$ cat src/rtl/keypad_pkg.sv
// Shared types and constants for the 4x4 keypad scanner.
package keypad_pkg;

    typedef enum logic {SETTLE, PROC} state_e;

    localparam int NUM_ROWS = 4;
    localparam int NUM_COLS = 4;
    localparam int NUM_KEYS = 16;

    typedef struct packed {
        logic       press;
        logic [3:0] code;
    } key_event_t;

    // Active-low one-cold column drive for column c.
    function automatic logic [NUM_COLS-1:0] col_drive(input logic [1:0] c);
        return ~(NUM_COLS'(1) << c);
    endfunction

endpackage

$ cat src/rtl/key_event_fifo.sv
// Key event store: 4-entry FIFO with KEYPAD_EVENT_FIFO_EN, else a single slot.
// A push while full is accepted only if a pop happens in the same cycle.
module key_event_fifo
    import keypad_pkg::*;
(
    input  logic       clk,
    input  logic       rst,
    input  logic       push_i,
    input  key_event_t push_data_i,
    input  logic       pop_i,
    output logic       full_o,
    output logic       empty_o,
    output key_event_t head_o
);

`ifdef KEYPAD_EVENT_FIFO_EN

    key_event_t mem_q [4];
    logic [1:0] wr_q;
    logic [1:0] rd_q;
    logic [2:0] cnt_q;
    logic       do_push;
    logic       do_pop;

    assign full_o  = (cnt_q == 3'd4);
    assign empty_o = (cnt_q == 3'd0);
    assign head_o  = mem_q[rd_q];
    assign do_pop  = pop_i && !empty_o;
    assign do_push = push_i && (!full_o || do_pop);

    always_ff @(posedge clk or posedge rst) begin
        if (rst) begin
            for (int i = 0; i < 4; i++) mem_q[i] <= '0;
            wr_q  <= '0;
            rd_q  <= '0;
            cnt_q <= '0;
        end else begin
            if (do_push) begin
                mem_q[wr_q] <= push_data_i;
                wr_q        <= wr_q + 2'd1;
            end
            if (do_pop) rd_q <= rd_q + 2'd1;
            cnt_q <= cnt_q + 3'(do_push) - 3'(do_pop);
        end
    end

`else

    key_event_t slot_q;
    logic       valid_q;

    assign full_o  = valid_q;
    assign empty_o = !valid_q;
    assign head_o  = slot_q;

    always_ff @(posedge clk or posedge rst) begin
        if (rst) begin
            slot_q  <= '0;
            valid_q <= 1'b0;
        end else if (push_i && (!valid_q || pop_i)) begin
            slot_q  <= push_data_i;
            valid_q <= 1'b1;
        end else if (pop_i) begin
            valid_q <= 1'b0;
        end
    end

`endif

endmodule

$ cat src/rtl/keypad_scanner.sv
// 4x4 key matrix scanner: column scan, per-key debounce, press/release events.
// Event store depth is selected by KEYPAD_EVENT_FIFO_EN (4-entry FIFO vs one slot).
module keypad_scanner
    import keypad_pkg::*;
#(
    parameter int N        = 5000,
    parameter int DEBOUNCE = 3
) (
    input  logic        clk,
    input  logic        rst,
    input  logic [3:0]  rows_in,
    output logic [3:0]  cols_out,
    output logic [15:0] keys,
    output logic        ev_valid,
    input  logic        ev_ready,
    output logic [3:0]  ev_code,
    output logic        ev_press,
    output logic        overflow,
    output logic        frame_tick
);

    localparam int             TW     = $clog2(N);
    localparam logic [TW-1:0]  T_LAST = TW'(N - 1);
    localparam logic [3:0]     DB     = 4'(DEBOUNCE);

    logic [NUM_ROWS-1:0] rows_s1_q;
    logic [NUM_ROWS-1:0] rows_s2_q;
    logic [NUM_ROWS-1:0] row_cap_q;
    logic [NUM_COLS-1:0] cols_out_q;
    state_e              state_q;
    logic [TW-1:0]       timer_q;
    logic [1:0]          col_q;
    logic [1:0]          r_q;
    logic                frame_tick_q;

    logic [NUM_KEYS-1:0] keys_q;
    logic [3:0]          cnt_q [NUM_KEYS];
    logic                overflow_q;

    logic [3:0]          key_idx;
    logic                sample;
    logic [3:0]          cnt_cur;
    logic                flip;
    logic                accept;
    logic                st_full;
    logic                st_empty;
    key_event_t          push_ev;
    key_event_t          head_ev;

    always_ff @(posedge clk or posedge rst) begin
        if (rst) begin
            rows_s1_q <= '1;
            rows_s2_q <= '1;
        end else begin
            rows_s1_q <= rows_in;
            rows_s2_q <= rows_s1_q;
        end
    end

    always_ff @(posedge clk or posedge rst) begin
        if (rst) begin
            state_q      <= SETTLE;
            timer_q      <= '0;
            col_q        <= '0;
            r_q          <= '0;
            row_cap_q    <= '1;
            cols_out_q   <= 4'b1110;
            frame_tick_q <= 1'b0;
        end else begin
            frame_tick_q <= 1'b0;
            unique case (state_q)
                SETTLE: begin
                    if (timer_q == T_LAST) begin
                        row_cap_q <= rows_s2_q;
                        r_q       <= '0;
                        state_q   <= PROC;
                    end else begin
                        timer_q <= timer_q + 1'b1;
                    end
                end
                PROC: begin
                    r_q <= r_q + 2'd1;
                    if (r_q == 2'd3) begin
                        col_q        <= col_q + 2'd1;
                        cols_out_q   <= col_drive(col_q + 2'd1);
                        timer_q      <= '0;
                        state_q      <= SETTLE;
                        frame_tick_q <= (col_q == 2'd3);
                    end
                end
                default: state_q <= SETTLE;
            endcase
        end
    end

    assign key_idx = {col_q, r_q};
    assign sample  = ~row_cap_q[r_q];
    assign cnt_cur = cnt_q[key_idx];
    assign accept  = !st_full || (ev_valid && ev_ready);
    assign push_ev = '{press: sample, code: key_idx};

    always_comb begin
        flip = 1'b0;
        if (state_q == PROC && sample != keys_q[key_idx] && cnt_cur + 4'd1 == DB)
            flip = 1'b1;
    end

    always_ff @(posedge clk or posedge rst) begin
        if (rst) begin
            keys_q     <= '0;
            overflow_q <= 1'b0;
            for (int i = 0; i < NUM_KEYS; i++) cnt_q[i] <= '0;
        end else begin
            if (state_q == PROC) begin
                if (sample == keys_q[key_idx]) begin
                    cnt_q[key_idx] <= '0;
                end else if (flip) begin
                    keys_q[key_idx] <= sample;
                    cnt_q[key_idx]  <= '0;
                end else begin
                    cnt_q[key_idx] <= cnt_cur + 4'd1;
                end
            end
            // The key still flips when its event cannot be stored.
            if (flip && !accept) overflow_q <= 1'b1;
        end
    end

    key_event_fifo u_store (
        .clk         (clk),
        .rst         (rst),
        .push_i      (flip),
        .push_data_i (push_ev),
        .pop_i       (ev_valid && ev_ready),
        .full_o      (st_full),
        .empty_o     (st_empty),
        .head_o      (head_ev)
    );

    assign cols_out   = cols_out_q;
    assign keys       = keys_q;
    assign ev_valid   = !st_empty;
    assign ev_code    = head_ev.code;
    assign ev_press   = head_ev.press;
    assign overflow   = overflow_q;
    assign frame_tick = frame_tick_q;

endmodule

$ cat config.mk
export PLATFORM = sky130hd
export DESIGN_NAME = keypad_scanner
export DESIGN_NICKNAME = d
export VERILOG_FILES = /design/src/rtl/keypad_pkg.sv /design/src/rtl/key_event_fifo.sv /design/src/rtl/keypad_scanner.sv
export SDC_FILE = /design/constraint.sdc
export NUM_CORES = 1
export LEC_CHECK = 0
export BUFFER_PORTS_ARGS = -buffer_cell sky130_fd_sc_hd__buf_2
export CORE_AREA = 4 4 127 129
export CTS_BUF_LIST = sky130_fd_sc_hd__clkbuf_16
export CTS_CLUSTER_DIAMETER = 30
export CTS_CLUSTER_SIZE = 30
export DETAILED_ROUTE_END_ITERATION = 10
export DIE_AREA = 0 0 131 133
export GPL_ROUTABILITY_DRIVEN = 0
export HOLD_SLACK_MARGIN = 0.06
export PLACE_DENSITY = 0.58
export SYNTH_ARGS = -nofsm -noshare
export SYNTH_HDL_FRONTEND = slang
export SYNTH_SLANG_ARGS = --single-unit
$ cat constraint.sdc
create_clock -name clk -period 5.3 [get_ports clk]
set_input_delay 0.265 -clock clk [delete_from_list [all_inputs] [get_ports clk]]
set_output_delay 0.265 -clock clk [all_outputs]
set_load 0.02 [all_outputs]
==> impl_metrics.toml, run 1 <==
[sta]
slew_headroom_pct = 28.16
layout_setup_ws_ns = 1.399
hold_viol_final = 0
fin_setup_tns_ns = 0
max_freq_mhz = 256.3
fin_crit_ns = 3.901
drv_slew = 0
rsz0062_at_grt = "false"
period_share_pct = 73.61
whs_ns = 0.05219
finalSetupViolations = 0
worstMarginPinSlew_ns = 1.078
skew_ns = 0.004030

[yosys]
synth_top_area_share_pct = 45.61
yosysTopAreaCell = "dfrtp_1"
synth-xor-area-share_pct = 2.238
synthSimpleGateAreaFrac_pct = 12.36
synthCells = 506
synth.distinct_cells = 44
netlist_area_um2 = 5871
synth_nets = 525
synthTopCellsByArea = "dfrtp_1 46%, mux4_2 8.4%, dfstp_2 6.7%, nand2_1 5.6%, o21ai_0 3.3%"
yosysWarnings = 0
syn_area_per_cell_um2 = 11.60
synth_fa_ha_area_share_pct = 2.558
synth-compound-area-share_pct = 15.98
synth_top_family_by_area = "compound AO/OA/AOI/OAI gates"
synth.ff_latch_count = 122
synthMuxAreaShare_pct = 11.08
yosysSeqAreaShare_pct = 52.32

[placed_design]
dpl.hpwl_um = 9390
pre_cts_ws_ns = 1.441
place_area_um2 = 6212
port_buffers = 34

[floorplanning]
io_pins = 35
fp.dieW_um = 131
initial_core_util_pct = 39.05
core_um2 = 15030
fp.dieH_um = 133
dieArea_um2 = 17420
core.rowCount = 45

[final_layout]
layout_commonest_cell = "dfrtp_1"
postLayoutCellArea_um2 = 6820
antenna_cells = 0
fill_cells = 1357
most-common-layout-cells = "107 x dfrtp_1, 87 x nand2_1, 39 x o21ai_0"
drive_gt1_share_pct = 23.96
syn2layout_area_growth_pct = 16.18
fin_nets = 561
final_util_pct = 45.37

[drt]
vias = 4202
drt_iter0_drc = 358
wire_per_inst_um = 18.72
drc = 0
avgViaCountPerCell = 5.655
ant_nets = 0
routed_wl_um = 13910
dr.pass1.iters = 5

[clocking]
cts_buffer_depth = 2
cts.clk_slew.worst_paths_ns = 0.05
post_cts_buffers = 0
cts_hold_buffers = 4
htreeDepth = 4
cts_buffers = 17
insertion_delay_ns = 0.41
ctsResizeCount = 0
cts_sinks = 122
tritoncts = "yes"
cts_root_buffer = "clkbuf_16"

[power_and_ir_drop]
power_leakage_nw = 3.054
powerDensity_nw_per_um2 = 305.0
ir_drop_mv = 0.2318

[setup_path]
worstRegToRegCells = 12
crit_required_ns = 5.59
worstSetupStartpointType = "flip-flop"
endpoint_kind = "flip-flop"
r2r_start = "r_q[0]"
path_max_fanout = 28
crit_type = "flip-flop to flip-flop"
r2r_setup_slack_ns = 1.40
r2r-end = "cnt_q[25]"
arrival_ns = 4.19

[global_route]
grt_usage_pct = 17.15
grt_pass1_vias = 4271
grt_first_pass_wirelength_um = 23070
grt.overflow.total = 0
grt_antenna_before_repair = 0
grt_max_degree = 75

[status]
status = "finished, final reports clean"

[hold_path]
hp-class = "input pin to async pin"

[flow_run]
drv_cap = 0
==> power by group <==
group | switching, mW | internal, mW | leakage (nW) | total (mW)
Sequential | 0.000927 | 0.938 | 1.63 | 0.939
Combinational | 0.0192 | 0.00417 | 1.13 | 0.0233
Clock | 0.397 | 0.721 | 0.291 | 1.12
Total | 0.417 | 1.66 | 3.05 | 2.08
==> metrics by stage <==
step / instances / power (mW)
after floorplan: 506 / 0.9681
after global placement: 707 / 0.9763
after detailed placement: 707 / 0.9776
after CTS: 743 / 2.104
after global routing: 743 / 2.148
final: 743 / 2.080
==> critical path, stage by stage (launching register included) <==
cell      delay (ns)
dfrtp_1         0.63
buf_4           0.29
mux4_2          0.52
a22oi_1         0.23
and3_1          0.28
inv_1           0.10
ha_1            0.20
xor2_1          0.34
a211oi_4        0.05
buf_4           0.21
and3_1          0.35
buf_12          0.24
o41ai_1         0.34
==> state kept, by name, summed over array words and instances (netlist names), 2 cells and up <==
| signal | flops |
|---|---|
| cnt_q | 64 |
| keys | 16 |
| timer_q | 13 |
| u_store.head_o | 5 |
| cols_out | 4 |
| row_cap_q | 4 |
| rows_s1_q | 4 |
| rows_s2_q | 4 |
| col_q | 2 |
| r_q | 2 |
==> synthesized netlist by cell type <==
cell / instances
a211o_1: 1
a211oi_1: 1
a211oi_4: 1
a21bo_2: 1
a22oi_1: 3
a2bb2oi_1: 1
a31o_1: 1
a31oi_1: 18
a41o_1: 1
a41oi_1: 17
and2_1: 20
and3_1: 7
and4b_1: 1
buf_1: 2
buf_2: 6
buf_6: 5
clkbuf_1: 18
dfrtp_1: 107
dfstp_2: 15
ha_1: 12
inv_1: 11
mux2_2: 9
mux2i_1: 4
mux2i_2: 1
mux4_2: 22
nand2_1: 87
nand2b_1: 1
nand3_1: 15
nand4_1: 2
nor2_1: 17
nor2b_1: 5
nor4_1: 1
nor4b_1: 1
nor4bb_1: 1
o21ai_0: 39
o21ai_1: 2
o2bb2ai_1: 1
o311ai_2: 1
o31ai_1: 16
o41ai_1: 4
o41ai_2: 12
or2_2: 1
xnor2_1: 11
xor2_1: 4
==> routing by layer <==
layer  wire, um  global-route usage (%)  vias up
met1       6389                   23.67     2115
met5          0                       0        -
li1           -                       -     1935
met2       6526                   25.59      129
met3        731                   4.723       23
met4        260                   6.686        0
==> how the worst max path moves through the flow <==
| stage | startpoint | slack (ns) | to | depth (start not counted) |
|---|---|---|---|---|
| after CTS | r_q[0] | 1.40 | cnt_q[25] | 12 |
| after global placement | r_q[0] | 1.60 | cnt_q[17] | 12 |
| after detailed placement | r_q[0] | 1.44 | keys[13] | 12 |
| after floorplan | rst | 1.82 | cnt_q[0] | 1 |
| after global routing | r_q[0] | 1.12 | cnt_q[25] | 12 |
| final | r_q[0] | 1.40 | cnt_q[25] | 12 |
==> cell type report <==
class / count / area (um^2) / area share, %
Sequential cell: 122 / 3072 / 45.04
Clock inverter: 15 / 142.6 / 2.091
Timing Repair Buffer: 48 / 297.8 / 4.366
Inverter: 11 / 43.79 / 0.6421
Tap cell: 188 / 235.2 / 3.449
Multi-Input combinational cell: 342 / 2604 / 38.18
Clock buffer: 17 / 425.4 / 6.237
==> kinds of logic after synthesis <==
kind of cell / count (synthesis)
xor gates and xnor gates: 15
AOI/OAI and AO/OA: 120
and+or+nand+nor: 159
DFF: 122
adders and majority gates: 12
muxes: 36
buffers and inverters: 42
No activity file was read; power rests on OpenSTA's default activity.
==> inputs of run 2 (changes only) <==
==> constraint.sdc (replaced) <==
create_clock -name clk -period 3.8 [get_ports clk]
set_input_delay 0.19 -clock clk [delete_from_list [all_inputs] [get_ports clk]]
set_output_delay 0.19 -clock clk [all_outputs]
set_load 0.02 [all_outputs]
==> impl_metrics.toml, run 2 (same netlist as run 1, synthesis figures left out) <==
[setup_path]
startpoint = "r_q[1]"
r2r-end = "cnt_q[25]"
critPathCapture = "cnt_q[25]"
crit_family = "flip-flops"
crit_type = "flip-flop to flip-flop"
arrival_ns = 3.64
cp.buffers_inverters = 2
path_cells = "mux4_2 > a22oi_1 > and3_1 > inv_1 > ha_1 > xor2_1 > a211oi_4 > and3_1 > buf_4 > o41ai_1"
cp_slowest_cell = "dfrtp_1"
worstSetupStartpointType = "flip-flop"
endpoint_kind = "flip-flop"
cp_common_cell = "and3_1"
cp.depth = 10
crit_required_ns = 4.09
path_max_fanout = 16
r2r_start = "r_q[1]"
worstRegToRegCells = 10
critPathMaxStageDelay_ns = 0.75
r2r_setup_slack_ns = 0.46

[floorplanning]
initial_core_util_pct = 39.05
dieArea_um2 = 17420
core_um2 = 15030
io_pins = 35
fp.dieW_um = 131
fp.dieH_um = 133
core.rowCount = 45

[placed_design]
pre_cts_ws_ns = 0.5098
port_buffers = 34
dp.cells = 710
dpl.hpwl_um = 9610
place_area_um2 = 6247

[hold_path]
hp-class = "input pin to flip-flop"

[drt]
dr.pass1.iters = 8
avgViaCountPerCell = 5.620
drt_iter0_drc = 362
vias = 4198
wire_per_inst_um = 19.12
ant_nets = 0
routed_wl_um = 14280
drc = 0

[clocking]
tritoncts = "yes"
insertion_delay_ns = 0.41
cts_buffers = 17
cts_root_buffer = "clkbuf_16"
cts_sinks = 122
cts.clk_slew.worst_paths_ns = 0.05
htreeDepth = 4
cts_buffer_depth = 2
ctsResizeCount = 0

[sta]
slew_headroom_pct = 48.55
period_share_pct = 88.02
fin_setup_tns_ns = 0
worstMarginPinSlew_ns = 0.7717
finalSetupViolations = 0
whs_ns = 0.09083
drv_slew = 0
layout_setup_ws_ns = 0.4551
rsz0062_at_grt = "false"
max_freq_mhz = 299.0
skew_ns = 0.007358
fin_crit_ns = 3.345
hold_viol_final = 0

[final_layout]
regMostFlops = "cnt_q"
drive_gt1_share_pct = 25.04
postLayoutCellArea_um2 = 6883
layoutNonFillerInstCount = 747
fin_nets = 565
most-common-layout-cells = "107 x dfrtp_1, 87 x nand2_1, 39 x o21ai_0"
syn2layout_area_growth_pct = 17.24
largest_register_ffs = 64
antenna_cells = 0
layout_commonest_cell = "dfrtp_1"
final_util_pct = 45.78

[status]
status = "finished, final reports clean"

[global_route]
grt_antenna_before_repair = 0
grt.overflow.total = 0
grt_usage_pct = 17.38
grt_max_degree = 64
grt_pass1_vias = 4221
grt_first_pass_wirelength_um = 23540

[power_and_ir_drop]
powerDensity_nw_per_um2 = 426.5
ir_drop_mv = 0.3260
finalPower_mw = 2.935
power_leakage_nw = 3.074

[flow_run]
drv_cap = 0
[run 2: changes by cell type in the layout (fill, tap and decap cells not counted), sizes merged]
cell	delta
dlygate4sd3	+1
buf	+3
clkinvlp	+2
inv	-2
[run 2: worst min path at each step]
stage | start | to | slack [ns] | cells past startpoint
finish | ev_ready | u_store.full_o | 0.09 | 4
global route | ev_ready | overflow | 0.12 | 3
CTS | ev_ready | u_store.full_o | 0.08 | 4
detailed placement | rows_in[2] | rows_s1_q[2] | 0.30 | 1
global placement | rows_in[1] | rows_s1_q[1] | 0.29 | 1
floorplan | rows_in[0] | rows_s1_q[0] | 0.19 | 0
[run 2: where the power goes]
part / total, mW / switching, mW / internal [mW]
sequential: 1.31 / 0.00115 / 1.31
combinational: 0.0343 / 0.0264 / 0.00792
clock: 1.59 / 0.574 / 1.02
[run 2: cell type report]
cell class	count	area (um^2)
Fill cell	1335	8150
Timing Repair Buffer	52	342.8
Tap cell	188	235.2
Sequential cell	122	3072
Multi-Input combinational cell	342	2604
Inverter	11	43.79
Clock inverter	15	160.2
Clock buffer	17	425.4
[run 2: layer usage]
| metal | track usage, % | wire length, um |
|---|---|---|
| met5 | 0 | 0 |
| met4 | 6.114 | 349 |
| met3 | 4.481 | 722 |
| met2 | 27.29 | 6963 |
| met1 | 23.24 | 6247 |
[run 2: timing repair]
action,in CTS,in global routing
setup buffers,0,0
hold buffers,5,0
hold endpoints to repair,63,0
[run 2: worst reg2reg max path: stages (launching register included)]
cell      delay, ns
dfrtp_1        0.75
mux4_2         0.41
a22oi_1        0.26
and3_1         0.29
inv_1          0.09
ha_1           0.20
xor2_1         0.37
a211oi_4       0.07
and3_1         0.23
buf_4          0.22
o41ai_1        0.35
==> inputs of run 3 (changes only) <==
--- a/config.mk
+++ b/config.mk
@@ -5,13 +5,14 @@
 export SDC_FILE = /design/constraint.sdc
 export NUM_CORES = 1
 export LEC_CHECK = 0
+export ABC_AREA = 1
 export BUFFER_PORTS_ARGS = -buffer_cell sky130_fd_sc_hd__buf_2
-export CORE_AREA = 4 4 127 129
+export CORE_AREA = 4 4 145 147
 export CTS_BUF_LIST = sky130_fd_sc_hd__clkbuf_16
 export CTS_CLUSTER_DIAMETER = 30
 export CTS_CLUSTER_SIZE = 30
 export DETAILED_ROUTE_END_ITERATION = 10
-export DIE_AREA = 0 0 131 133
+export DIE_AREA = 0 0 149 151
 export GPL_ROUTABILITY_DRIVEN = 0
 export HOLD_SLACK_MARGIN = 0.06
 export PLACE_DENSITY = 0.58
==> impl_metrics.toml, run 3 <==
[status]
status = "finished, final reports clean"

[clocking]
cts_buffers = 17
tritoncts = "yes"
cts_root_buffer = "clkbuf_16"
insertion_delay_ns = 0.43
htreeDepth = 4
post_cts_buffers = 0
cts.clk_slew.worst_paths_ns = 0.06
cts_sinks = 122
cts_buffer_depth = 2

[sta]
layout_setup_ws_ns = 0.3496
hold_viol_final = 0
worstMarginPinSlew_ns = 0.8451
period_share_pct = 90.80
fin_setup_tns_ns = 0
rsz0062_at_grt = "false"
slew_headroom_pct = 43.66
skew_ns = 0.008706
finalSetupViolations = 0
max_freq_mhz = 289.8
drv_slew = 0
fin_crit_ns = 3.450
whs_ns = 0.2085

[drt]
ant_nets = 0
wl_met2_um = 10120
routed_wl_um = 21750
wl_met1_um = 10160
drt_iter0_drc = 531
dr.pass1.iters = 7
vias = 7384
wl_met3_um = 880
avgViaCountPerCell = 4.893
drc = 0
wire_per_inst_um = 14.41
top_layer = "met4"

[yosys]
syn_area_per_cell_um2 = 6.502
synthTopCellsByArea = "dfrtp_1 34%, nand2_1 24%, nand3_1 10%, nor2_1 6.6%, inv_1 5.6%"
yosysSeqAreaShare_pct = 39.40
post-synth-top-count-cell = "nand2_1"
yosysWarnings = 0
synth_edf_count = 0
synth.distinct_cells = 37
netlist_area_um2 = 7796
synthArstFlopShare_pct = 100.0
synth.ff_latch_count = 122
synth_ff_type = "dfrtp_1"
yosysTopAreaCell = "dfrtp_1"
synthCells = 1199
synth_top_area_share_pct = 34.34
synth_nets = 1218
synth_commonest_cells = "494 x nand2_1, 163 x nand3_1, 137 x nor2_1, 116 x inv_1, 107 x dfrtp_1"

[final_layout]
layout_commonest_cell = "nand2_1"
multi_input_area_um2 = 3914
largest_register_ffs = 64
regArea_um2 = 3072
drive_gt1_share_pct = 10.41
most-common-layout-cells = "494 x nand2_1, 163 x nand3_1, 137 x nor2_1"
fill_cells = 2137
fin_nets = 1245
regMostFlops = "cnt_q"
syn2layout_area_growth_pct = 13.38
antenna_cells = 0
postLayoutCellArea_um2 = 8840

[global_route]
grt_first_pass_wirelength_um = 36170
grt_pass1_vias = 7033
grt.overflow.total = 0
grt_usage_pct = 20.10
grt_antenna_before_repair = 0
grt_max_degree = 112

[setup_path]
crit_type = "flip-flop to flip-flop"
r2r-end = "cnt_q[19]"
worstSetupStartpointType = "flip-flop"
r2r_start = "r_q[1]"
arrival_ns = 3.75
r2r_setup_slack_ns = 0.35
endpoint_kind = "flip-flop"
crit_required_ns = 4.10
worstRegToRegCells = 15
path_max_fanout = 36

[placed_design]
dpl.hpwl_um = 14610
port_buffers = 34
pre_cts_ws_ns = 0.4091
place_area_um2 = 8152

[flow_run]
drv_cap = 0

[power_and_ir_drop]
powerDensity_nw_per_um2 = 352.3
power_leakage_nw = 4.711
ir_drop_mv = 0.2572

[floorplanning]
fp.dieH_um = 151
initial_core_util_pct = 39.16
core_um2 = 19910
core.rowCount = 52
fp.dieW_um = 149
dieArea_um2 = 22500
io_pins = 35

[hold_path]
hp-class = "input pin to async pin"
## run 3: cell types whose count changed in the layout (fill, tap and decap cells not counted), moves of 9 or more
cell	before	now
a41oi_1	17	0
mux4_2	22	0
nand3_1	15	163
o21ai_1	2	19
o21ai_0	39	17
xnor2_1	11	0
inv_2	0	9
o31ai_1	16	1
o41ai_2	12	0
nor2_1	17	137
nand2_1	87	494
and2_1	20	0
a31oi_1	18	0
inv_1	12	115
## run 3: layout make-up
| type | count | share of cell area, % |
|---|---|---|
| clock buffer | 17 | 4.812 |
| clock inverter | 15 | 2.293 |
| inverter | 128 | 5.464 |
| multi-input combinational | 897 | 44.27 |
| sequential | 122 | 34.75 |
| tap | 270 | 3.822 |
| timing repair buffer | 60 | 4.586 |
## run 3: logic make-up (layout without fill, tap and decap cells)
kind of cell,count (synthesis),count (layout),synth area share [%]
DFF,122,122,39.40
AOI/OAI and AO/OA,59,59,4.398
muxes,4,4,0.5777
adders and majority gates,12,12,1.926
and+or+nand+nor,819,819,42.95
buffers and inverters,180,220,10.42
xor gates and xnor gates,3,3,0.3371
## run 3: where the power goes
group          switching [mW]  internal (mW)
combinational          0.0338         0.0129
clock                   0.692           1.06
sequential            0.00285           1.31
## run 3: how the worst max path moves through the flow
stage	end	startpoint	slack, ns	depth (start not counted)
6_report	cnt_q[19]	r_q[1]	0.35	15
5_1_grt	cnt_q[26]	r_q[0]	0.02	17
4_1_cts	cnt_q[19]	r_q[1]	0.39	15
3_5_place_dp	cnt_q[19]	r_q[1]	0.41	15
3_3_place_gp	cnt_q[63]	r_q[1]	0.45	15
2_1_floorplan	cnt_q[0]	rst	0.39	1
## run 3: critical path, cell delays in order (launching register included)
cell     delay (ns)
dfrtp_1        0.37
inv_1          0.27
buf_4          0.24
nand3_1        0.09
nand3_1        0.10
nand3_1        0.12
nand2_1        0.23
buf_4          0.31
nand4_2        0.22
nand2_2        0.16
nand2_4        0.19
nand2_2        0.32
buf_4          0.43
nand2_1        0.09
nand2_1        0.07
o21ai_1        0.06
## run 3: what timing repair did
item / CTS / global route
hold buffers: 6 / 0
hold endpoints to repair: 16 / 0
gates resized for setup: 0 / 0
## run 3: per-stage QoR
stage,std cells,power [mW],util (%)
after floorplan,1199,1.361,-
after global placement,1471,1.380,40.94
after detailed placement,1471,1.381,40.94
after CTS,1509,3.162,44.40
after global routing,1509,3.217,44.40
final,1509,3.114,44.40
## run 3: metal layers
metal	vias up	global-route usage (%)
met1	3403	26.77
li1	3771	-
met4	0	8.421
met2	175	32.77
met3	35	3.052
met5	-	0
